<file path="config.mk">
export PLATFORM = sky130hd
export DESIGN_NAME = id_ex_skid_reg
export DESIGN_NICKNAME = d
export VERILOG_FILES = /design/src/rtl/id_ex_skid_reg.sv
export SDC_FILE = /design/constraint.sdc
export NUM_CORES = 1
export LEC_CHECK = 0
export ABC_AREA = 0
export BUFFER_PORTS_ARGS = -buffer_cell sky130_fd_sc_hd__buf_2
export CELL_PAD_IN_SITES_DETAIL_PLACEMENT = 1
export CELL_PAD_IN_SITES_GLOBAL_PLACEMENT = 1
export CORE_MARGIN = 4
export CORE_UTILIZATION = 40
export DETAILED_ROUTE_END_ITERATION = 10
export HOLD_SLACK_MARGIN = 0.1
export MAX_ROUTING_LAYER = met4
export PLACE_DENSITY = 0.74
export SYNTH_ARGS = -nofsm -noshare
export SYNTH_HDL_FRONTEND = slang
export SYNTH_SLANG_ARGS = --single-unit
</file>
<file path="constraint.sdc">
create_clock -name clk -period 1.8 [get_ports clk]
set_clock_uncertainty 0.2 [all_clocks]
set_input_delay 0.18 -clock clk [delete_from_list [all_inputs] [get_ports clk]]
set_output_delay 0.18 -clock clk [all_outputs]
set_load 0.005 [all_outputs]
</file>
<file path="src/rtl/id_ex_skid_reg.sv">
// ID/EX pipeline register with one-entry skid buffer.
// The main register drives the EX-facing outputs; the skid register catches
// the one payload that can arrive while EX is stalled. This lets in_ready
// come straight from the state register, so the ready path never
// combinationally depends on out_ready.
//
// state    | meaning
// ---------+-----------------------------------------------------------
// ST_EMPTY | nothing held; out_valid=0, in_ready=1
// ST_ONE   | main holds one payload; out_valid=1, in_ready=1
// ST_FULL  | main and skid both hold payloads (main is older); in_ready=0

module id_ex_skid_reg #(
    parameter int DATA_W  = 32,
    parameter int NUM_OPS = 2,
    parameter int REG_W   = 5,
    parameter int EX_W    = 7,
    parameter int M_W     = 4,
    parameter int WB_W    = 2,
    parameter int CNT_W   = 16
) (
    input  logic                      clk,
    input  logic                      rst,

    input  logic                      in_valid,
    output logic                      in_ready,
    input  logic [NUM_OPS*DATA_W-1:0] in_ops,
    input  logic [DATA_W-1:0]         in_offset,
    input  logic [REG_W-1:0]          in_rs,
    input  logic [REG_W-1:0]          in_rt,
    input  logic [REG_W-1:0]          in_rd,
    input  logic [EX_W-1:0]           in_ctrl_ex,
    input  logic [M_W-1:0]            in_ctrl_m,
    input  logic [WB_W-1:0]           in_ctrl_wb,

    input  logic                      flush,

    output logic                      out_valid,
    input  logic                      out_ready,
    output logic [NUM_OPS*DATA_W-1:0] out_ops,
    output logic [DATA_W-1:0]         out_offset,
    output logic [REG_W-1:0]          out_rs,
    output logic [REG_W-1:0]          out_rt,
    output logic [REG_W-1:0]          out_rd,
    output logic [EX_W-1:0]           out_ctrl_ex,
    output logic [M_W-1:0]            out_ctrl_m,
    output logic [WB_W-1:0]           out_ctrl_wb,

    output logic [CNT_W-1:0]          bubble_cnt
);

    localparam int PAY_W = NUM_OPS*DATA_W + DATA_W + 3*REG_W + EX_W + M_W + WB_W;

    typedef enum logic [1:0] {
        ST_EMPTY = 2'b00,
        ST_ONE   = 2'b01,
        ST_FULL  = 2'b10
    } state_t;

    state_t             state_q;
    state_t             state_d;
    logic [PAY_W-1:0]   main_q;
    logic [PAY_W-1:0]   main_d;
    logic [PAY_W-1:0]   skid_q;
    logic [PAY_W-1:0]   skid_d;
    logic [PAY_W-1:0]   in_pay;
    logic               accept;
    logic               pop;

    logic [EX_W-1:0]    main_ctrl_ex;
    logic [M_W-1:0]     main_ctrl_m;
    logic [WB_W-1:0]    main_ctrl_wb;

    // Whole payload travels as one flat vector so main/skid moves stay trivial.
    assign in_pay = {in_ops, in_offset, in_rs, in_rt, in_rd,
                     in_ctrl_ex, in_ctrl_m, in_ctrl_wb};

    assign in_ready  = (state_q != ST_FULL);
    assign out_valid = (state_q != ST_EMPTY);
    assign accept    = in_valid & in_ready;
    assign pop       = out_valid & out_ready;

    // Next-state and register-move decode; flush wins over any handshake.
    always_comb begin
        state_d = state_q;
        main_d  = main_q;
        skid_d  = skid_q;
        if (flush) begin
            state_d = ST_EMPTY;
        end else begin
            unique case (state_q)
                ST_EMPTY: begin
                    if (accept) begin
                        state_d = ST_ONE;
                        main_d  = in_pay;
                    end
                end
                ST_ONE: begin
                    if (accept && pop) begin
                        main_d = in_pay;
                    end else if (accept) begin
                        state_d = ST_FULL;
                        skid_d  = in_pay;
                    end else if (pop) begin
                        state_d = ST_EMPTY;
                    end
                end
                ST_FULL: begin
                    if (pop) begin
                        state_d = ST_ONE;
                        main_d  = skid_q;
                    end
                end
                default: begin
                    state_d = ST_EMPTY;
                end
            endcase
        end
    end

    // State and payload storage; reset clears everything immediately.
    always_ff @(posedge clk or negedge rst) begin
        if (!rst) begin
            state_q <= ST_EMPTY;
            main_q  <= '0;
            skid_q  <= '0;
        end else begin
            state_q <= state_d;
            main_q  <= main_d;
            skid_q  <= skid_d;
        end
    end

    // Saturating count of edges that saw no valid payload toward EX.
    always_ff @(posedge clk or negedge rst) begin
        if (!rst) begin
            bubble_cnt <= '0;
        end else if (!out_valid && (bubble_cnt != {CNT_W{1'b1}})) begin
            bubble_cnt <= bubble_cnt + 1'b1;
        end
    end

    // Data and specifiers hold their last value when idle; control groups
    // are forced to zero so an idle EX stage sees a true bubble.
    assign {out_ops, out_offset, out_rs, out_rt, out_rd,
            main_ctrl_ex, main_ctrl_m, main_ctrl_wb} = main_q;

    assign out_ctrl_ex = out_valid ? main_ctrl_ex : '0;
    assign out_ctrl_m  = out_valid ? main_ctrl_m  : '0;
    assign out_ctrl_wb = out_valid ? main_ctrl_wb : '0;

endmodule

</file>
Word level (Yosys, flattened, before mapping)

Index checks and enable logic that the tools add are counted.

Flip-flop bits (word level): 266
Input port bits: 129
Output and inout port bits: 142
Word-level logic and storage cells: 43

Add/subtract/negate cells: 1
Equal/unequal tests: 11
Muxes and demuxes: 14
Bitwise logic cells: 4
Reduce and logical (&&, ||, !) cells: 9

Operators with widths:

| operator                | count |
|---|---|
| $mux W124               | 3 |
| $pmux W124 S3           | 1 |
| $add A16 B1 Y16 const B | 1 |
| $ne A16 B16 Y1 const B  | 1 |
| $mux W2                 | 7 |
| $ne A3 B3 Y1 const B    | 3 |
| $ne A2 B2 Y1 const B    | 4 |
| $reduce_and A4 Y1       | 2 |
| $mux W7                 | 1 |
| $pmux W2 S3             | 1 |
| $reduce_and A5 Y1       | 1 |
| $mux W4                 | 1 |
| $ne A4 B4 Y1 const B    | 1 |
| $reduce_bool A3 Y1      | 1 |
| $and A1 B1 Y1           | 2 |
| $eq A2 B1 Y1 const B    | 1 |
| $eq A2 B2 Y1 const B    | 1 |
| $logic_and A1 B1 Y1     | 2 |
| $logic_not A2 Y1        | 1 |
| $not A1 Y1              | 2 |
| $reduce_bool A2 Y1      | 1 |
| $logic_not A1 Y1        | 1 |

Longest topological paths before layout

Word-level depth: 7
Mapped depth: 6
Depth with buffers taken out: 5

Worst setup path before layout

OpenSTA, ideal clock, no wires.

Path kind: register to register
Start: reg bubble_cnt[0]
End: reg bubble_cnt[7]
Library setup time: 0.125 ns
Arrival: 1.676 ns
Data required time: 1.475 ns
Slack: -0.201 ns
Stages on the path, launching flop included: 7
Buffers on the path: 1
Period minus slack after synthesis: 2.001 ns
Cells stage by stage: dfrtp_1 ha_1 nand4_1 o41a_1 buf_2 and4_1 xor2_1

Cells in the longest elaborated chain, start to end: 2
Elaborated cells between the ends (all ways): 3
Classes of those cells: add/sub: 1; eq/ne: 1; reduce/logical: 1

RTL lines:

| element                                                 | RTL line | text |
|---|---|---|
| start, declared                                         | 49       | `output logic [CNT_W-1:0] bubble_cnt` |
| start signal, assigned                                  | 139      | `bubble_cnt <= bubble_cnt + 1'b1;` |
| branches (longest 2 deep; another with $add A16 B1 Y16) | n/a      |  |

Parallel ways; which one is timed is not known.
A chain may end at the register's enable or synchronous reset.

Worst setup path in the final report

Start: reg state_q[1]
End: reg main_q[45]

Cells in the longest elaborated chain, start to end: 5
Elaborated cells between the ends (all ways): 14
Classes of those cells: eq/ne: 6; mux: 1; bitwise: 2; reduce/logical: 5

RTL lines:

| element                                                   | RTL line | text |
|---|---|---|
| start, declared                                           | 60       | `state_t state_q;` |
| start signal, assigned                                    | 128      | `state_q <= state_d;` |
| $ne A2 B2 Y1 / $reduce_bool A2 Y1 (equally long branches) | 78, 79   |  |
| $and A1 B1 Y1, on equally long branches                   | 80, 81   |  |
| $logic_and A1 B1 Y1                                       | 99       | `if (accept && pop) begin` |
| $ne A2 B2 Y1 (no line)                                    | n/a      |  |
| $reduce_and A5 Y1 (no line)                               | n/a      |  |
| end signal, assigned                                      | 129      | `main_q <= main_d;` |
| end, declared                                             | 62       | `logic [PAY_W-1:0] main_q;` |

Several ways; a longest one is shown, not always the timed one.

==> results.ini <==
[logic_synthesis]
synth_sequential_area_ratio_pct=53.2
postSynthNetCount=1000
synthTopCellsByCount=sky130_fd_sc_hd__mux2_2 (282), sky130_fd_sc_hd__dfrtp_1 (266), sky130_fd_sc_hd__buf_4 (119), sky130_fd_sc_hd__mux2_1 (92), sky130_fd_sc_hd__buf_2 (22)
mappedNetlistArea_mm2=0.0125
synth-main-ff-cell=sky130_fd_sc_hd__dfrtp_1
synth-simple-area-share_pct=2.48
syn_inst=870
ys.warnings.count=0
synth-xor-area-share_pct=0.980
ys_ff_latch=266
post_synth_num_cell_types=31
post_synth_top_area_cell=sky130_fd_sc_hd__dfrtp_1
synth.area.mux_share_pct=33.7
synth-edff-count=0
post_synth_fa_ha_maj_area_fraction_pct=0.100
synthMostInstantiatedCell=sky130_fd_sc_hd__mux2_2
synthDominantCellAreaShare_pct=53.2
postSynth.asyncResetShare_pct=100
dominant_combinational_cell_family_by_area_after_synthesis=multiplexers
synthesized_area_fraction_occupied_by_ao_oa_aoi_and_oai_cells_pct=0.440
synth.area.top_cells=sky130_fd_sc_hd__dfrtp_1 (53%), sky130_fd_sc_hd__mux2_2 (25%), sky130_fd_sc_hd__mux2_1 (8.3%)
postSynthAreaPerCell_um2=14.4

[critical_path]
kind_of_critical_path=reg2reg
cp-end-kind=register
critical-path-top-delay-family=buffers and inverters
cp.buffers_inverters=6
worst_path_largest_cell_delay_ns=0.44
critical_path_start_type=register
cp_data_required_time_ns=2.04
timing.critical_path.cells=buf_4 > nor2b_4 > buf_4 > buf_12 > buf_12 > buf_6 > buf_16 > mux2_4 > mux2_4
crit_path_arrival_time_ns=2.50
cp_max_fo=7
critical_path_slowest_stage_cell=sky130_fd_sc_hd__dfrtp_2

[timing]
number_of_failing_setup_endpoints_in_the_final_timing_report=272
fmaxAchievable_mhz=442
worst_slew_margin_rel_pct=73.1
final_clock_period_utilization_by_the_worst_path_pct=126
worst_pin_slew_ns=0.404
report.final.slew_viol_count=0
timing.final.hold_violations=0
post-route-worst-setup-slack_ns=-0.461
min_period_ns=2.26
grt_setup_unrepaired=yes
hold-worst-slack_ns=0.00546

[min_path]
min-delay-path-class=in2reg

[floorplan]
floorplan.die.width_um=185
io_pins=271
dieArea_mm2=0.0342
fp-row-count=64
chipHeight_um=185
floorplan.initialDensity_pct=40.7
core_area_mm2=0.0307

[run_status]
violations=negative setup slack
outcome=complete, but fails checks

[final_layout]
syn2layout_area_growth_pct=52.6
post_route_cells_drive_above_1_share_pct=64.9
postLayoutCellArea_mm2=0.0191
finish.utilization_pct=62.1
nNetsFinal=1435

[routing]
average_wire_per_standard_cell_um=24.0
drt_first_iter_violations=304
drcViolationCount=0
drtPass1Iterations=4
viasPerCell=5.03
finalWirelength_um=41500
ant_nets=0
dr_vias=8676

[power_and_ir_drop]
seqPwrFrac_pct=42.2
relative_contribution_of_the_clock_network_to_total_power_pct=33.4
power_leakage_nw=8.95
p_comb_share_pct=24.4
power_density_relative_to_cell_area_mw_per_mm2=1040
power.net_switching_mw=5.30
swShare_pct=26.6
cell_internal_pwr_mw=14.6
totalPowerFinal_mw=19.9
max-vdd-ir-drop_v=0.000702

[cts]
tritoncts=done
clk_transition_reported_paths_ns=0.06
cts_max_path_buffers=3
clock_tree.htree_level_count=1
clock_sink_count=266
clock-root-buffer=sky130_fd_sc_hd__clkbuf_16
holdBufCountCts=130
worstSkewPairLatency_ns=0.56
numCtsBuffers=30

[placed_design]
post-place-ws_ns=-0.208
count_of_input_and_output_buffers=270
dpl.hpwl_um=21300
post_dp_cell_area_mm2=0.0146
place_congestion=0.763

[global_routing]
wire_length_of_the_first_global_routing_pass_um=60800
grt.total_usage_pct=23.6
globalRouteOverflowTotal=0
initial_antenna_violation_count=1
grt_pass1_vias=10034
grt_start_max_net_pins=59

[flow_run]
timing.max_cap.violations=0

-- cell type report --
| type | instances | area (um2) |
|---|---|---|
| Fill cell | 2848 | 11700 |
| Sequential cell | 266 | 6660 |
| Multi-Input combinational cell | 449 | 5540 |
| Timing Repair Buffer | 556 | 5300 |
| Clock buffer | 42 | 897 |
| Tap cell | 396 | 495 |
| Clock inverter | 14 | 176 |
| Inverter | 2 | 11.3 |
| Antenna cell | 1 | 2.50 |
-- placed cells by master (no fill, tap or decap), drive strengths merged --
cell and n:
a21oi 3, and2 13, and3 4, and4 2, buf 420, bufbuf 6, bufinv 4, clkbuf 43
clkinv 8, clkinvlp 2, dfrtp 266, diode 1, dlygate4sd3 129, ha 1, inv 2, mux2 374
nand2 8, nand2b 1, nand3 2, nand3b 1, nand4 9, nor2 4, nor2b 2, nor3 3
nor3b 1, nor4 3, o2111ai 1, o21a 1, o22a 1, o41a 1, xnor2 7, xor2 7
-- final timing paths --
path | start | endpoint | slack (ns) | depth (start not counted)
min in group asynchronous | rst | main_q[80] | 0.60 | 4
hold / removal | out_ready | state_q[0] | 0.005 | 5
hold reg to reg | skid_q[81] | skid_q[81] | 0.28 | 1
max in group asynchronous | rst | skid_q[81] | 0.46 | 4
setup reg to reg | state_q[1] | main_q[45] | -0.46 | 9
setup / recovery | state_q[1] | main_q[45] | -0.46 | 9
-- flip-flops by register name, summed over array words and instances, names as in the netlist --
name / cells
bubble_cnt: 16
main_q: 124
skid_q: 124
state_q: 2
-- logic make-up (layout without fill, tap and decap cells) --
group | Yosys count | after routing
fa+ha+maj | 1 | 1
compound gates | 7 | 7
other cells | 0 | 1
mux | 374 | 374
buf+inv | 155 | 614
xor+xnor | 14 | 14
flops | 266 | 266
simple gates | 53 | 53
-- metal layers --
metal	vias up	track usage, %	share of wire (%)	wire length, um
met5	-	-	0	0
met4	0	5.55	2.8	1170
met3	86	4.10	4.7	1950
met2	283	42.5	52	21800
met1	4469	27.6	40	16600
li1	3838	-	-	-
-- power groups by stage --
| stage | sequential, mW | clock [mW] | combinational [mW] |
|---|---|---|---|
| 4_1_cts | 8.26 | 6.75 | 4.36 |
| 5_1_grt | 8.54 | 7.06 | 5.19 |
| 3_5_place_dp | 8.32 | 0 | 3.69 |
| 3_3_place_gp | 8.22 | 0 | 3.54 |
| 6_report | 8.40 | 6.64 | 4.85 |
| 2_1_floorplan | 8.10 | 0 | 2.82 |
-- per-stage QoR --
step / cells / setup TNS, ns
final: 1726 / -91.17
after floorplan: 870 / -4.07
after detailed placement: 1461 / -34.21
after CTS: 1713 / -90.22
after global placement: 1461 / -24.13
after global routing: 1726 / -103.59
-- what timing repair did --
action                                 CTS  global route
endpoints found under the hold margin  516             1
pin swaps                                1             4
resized for setup                       75           109
setup buffers                           38            12
setup endpoints to repair              269           277
cloned                                  28             1
-- worst min-delay path: stages --
cell,delay (ns)
sky130_fd_sc_hd__buf_2,0.09
sky130_fd_sc_hd__nand2b_4,0.14
sky130_fd_sc_hd__o21a_1,0.13
sky130_fd_sc_hd__o22a_1,0.14
sky130_fd_sc_hd__nor2_1,0.04
(Power assumes the default switching activity.)
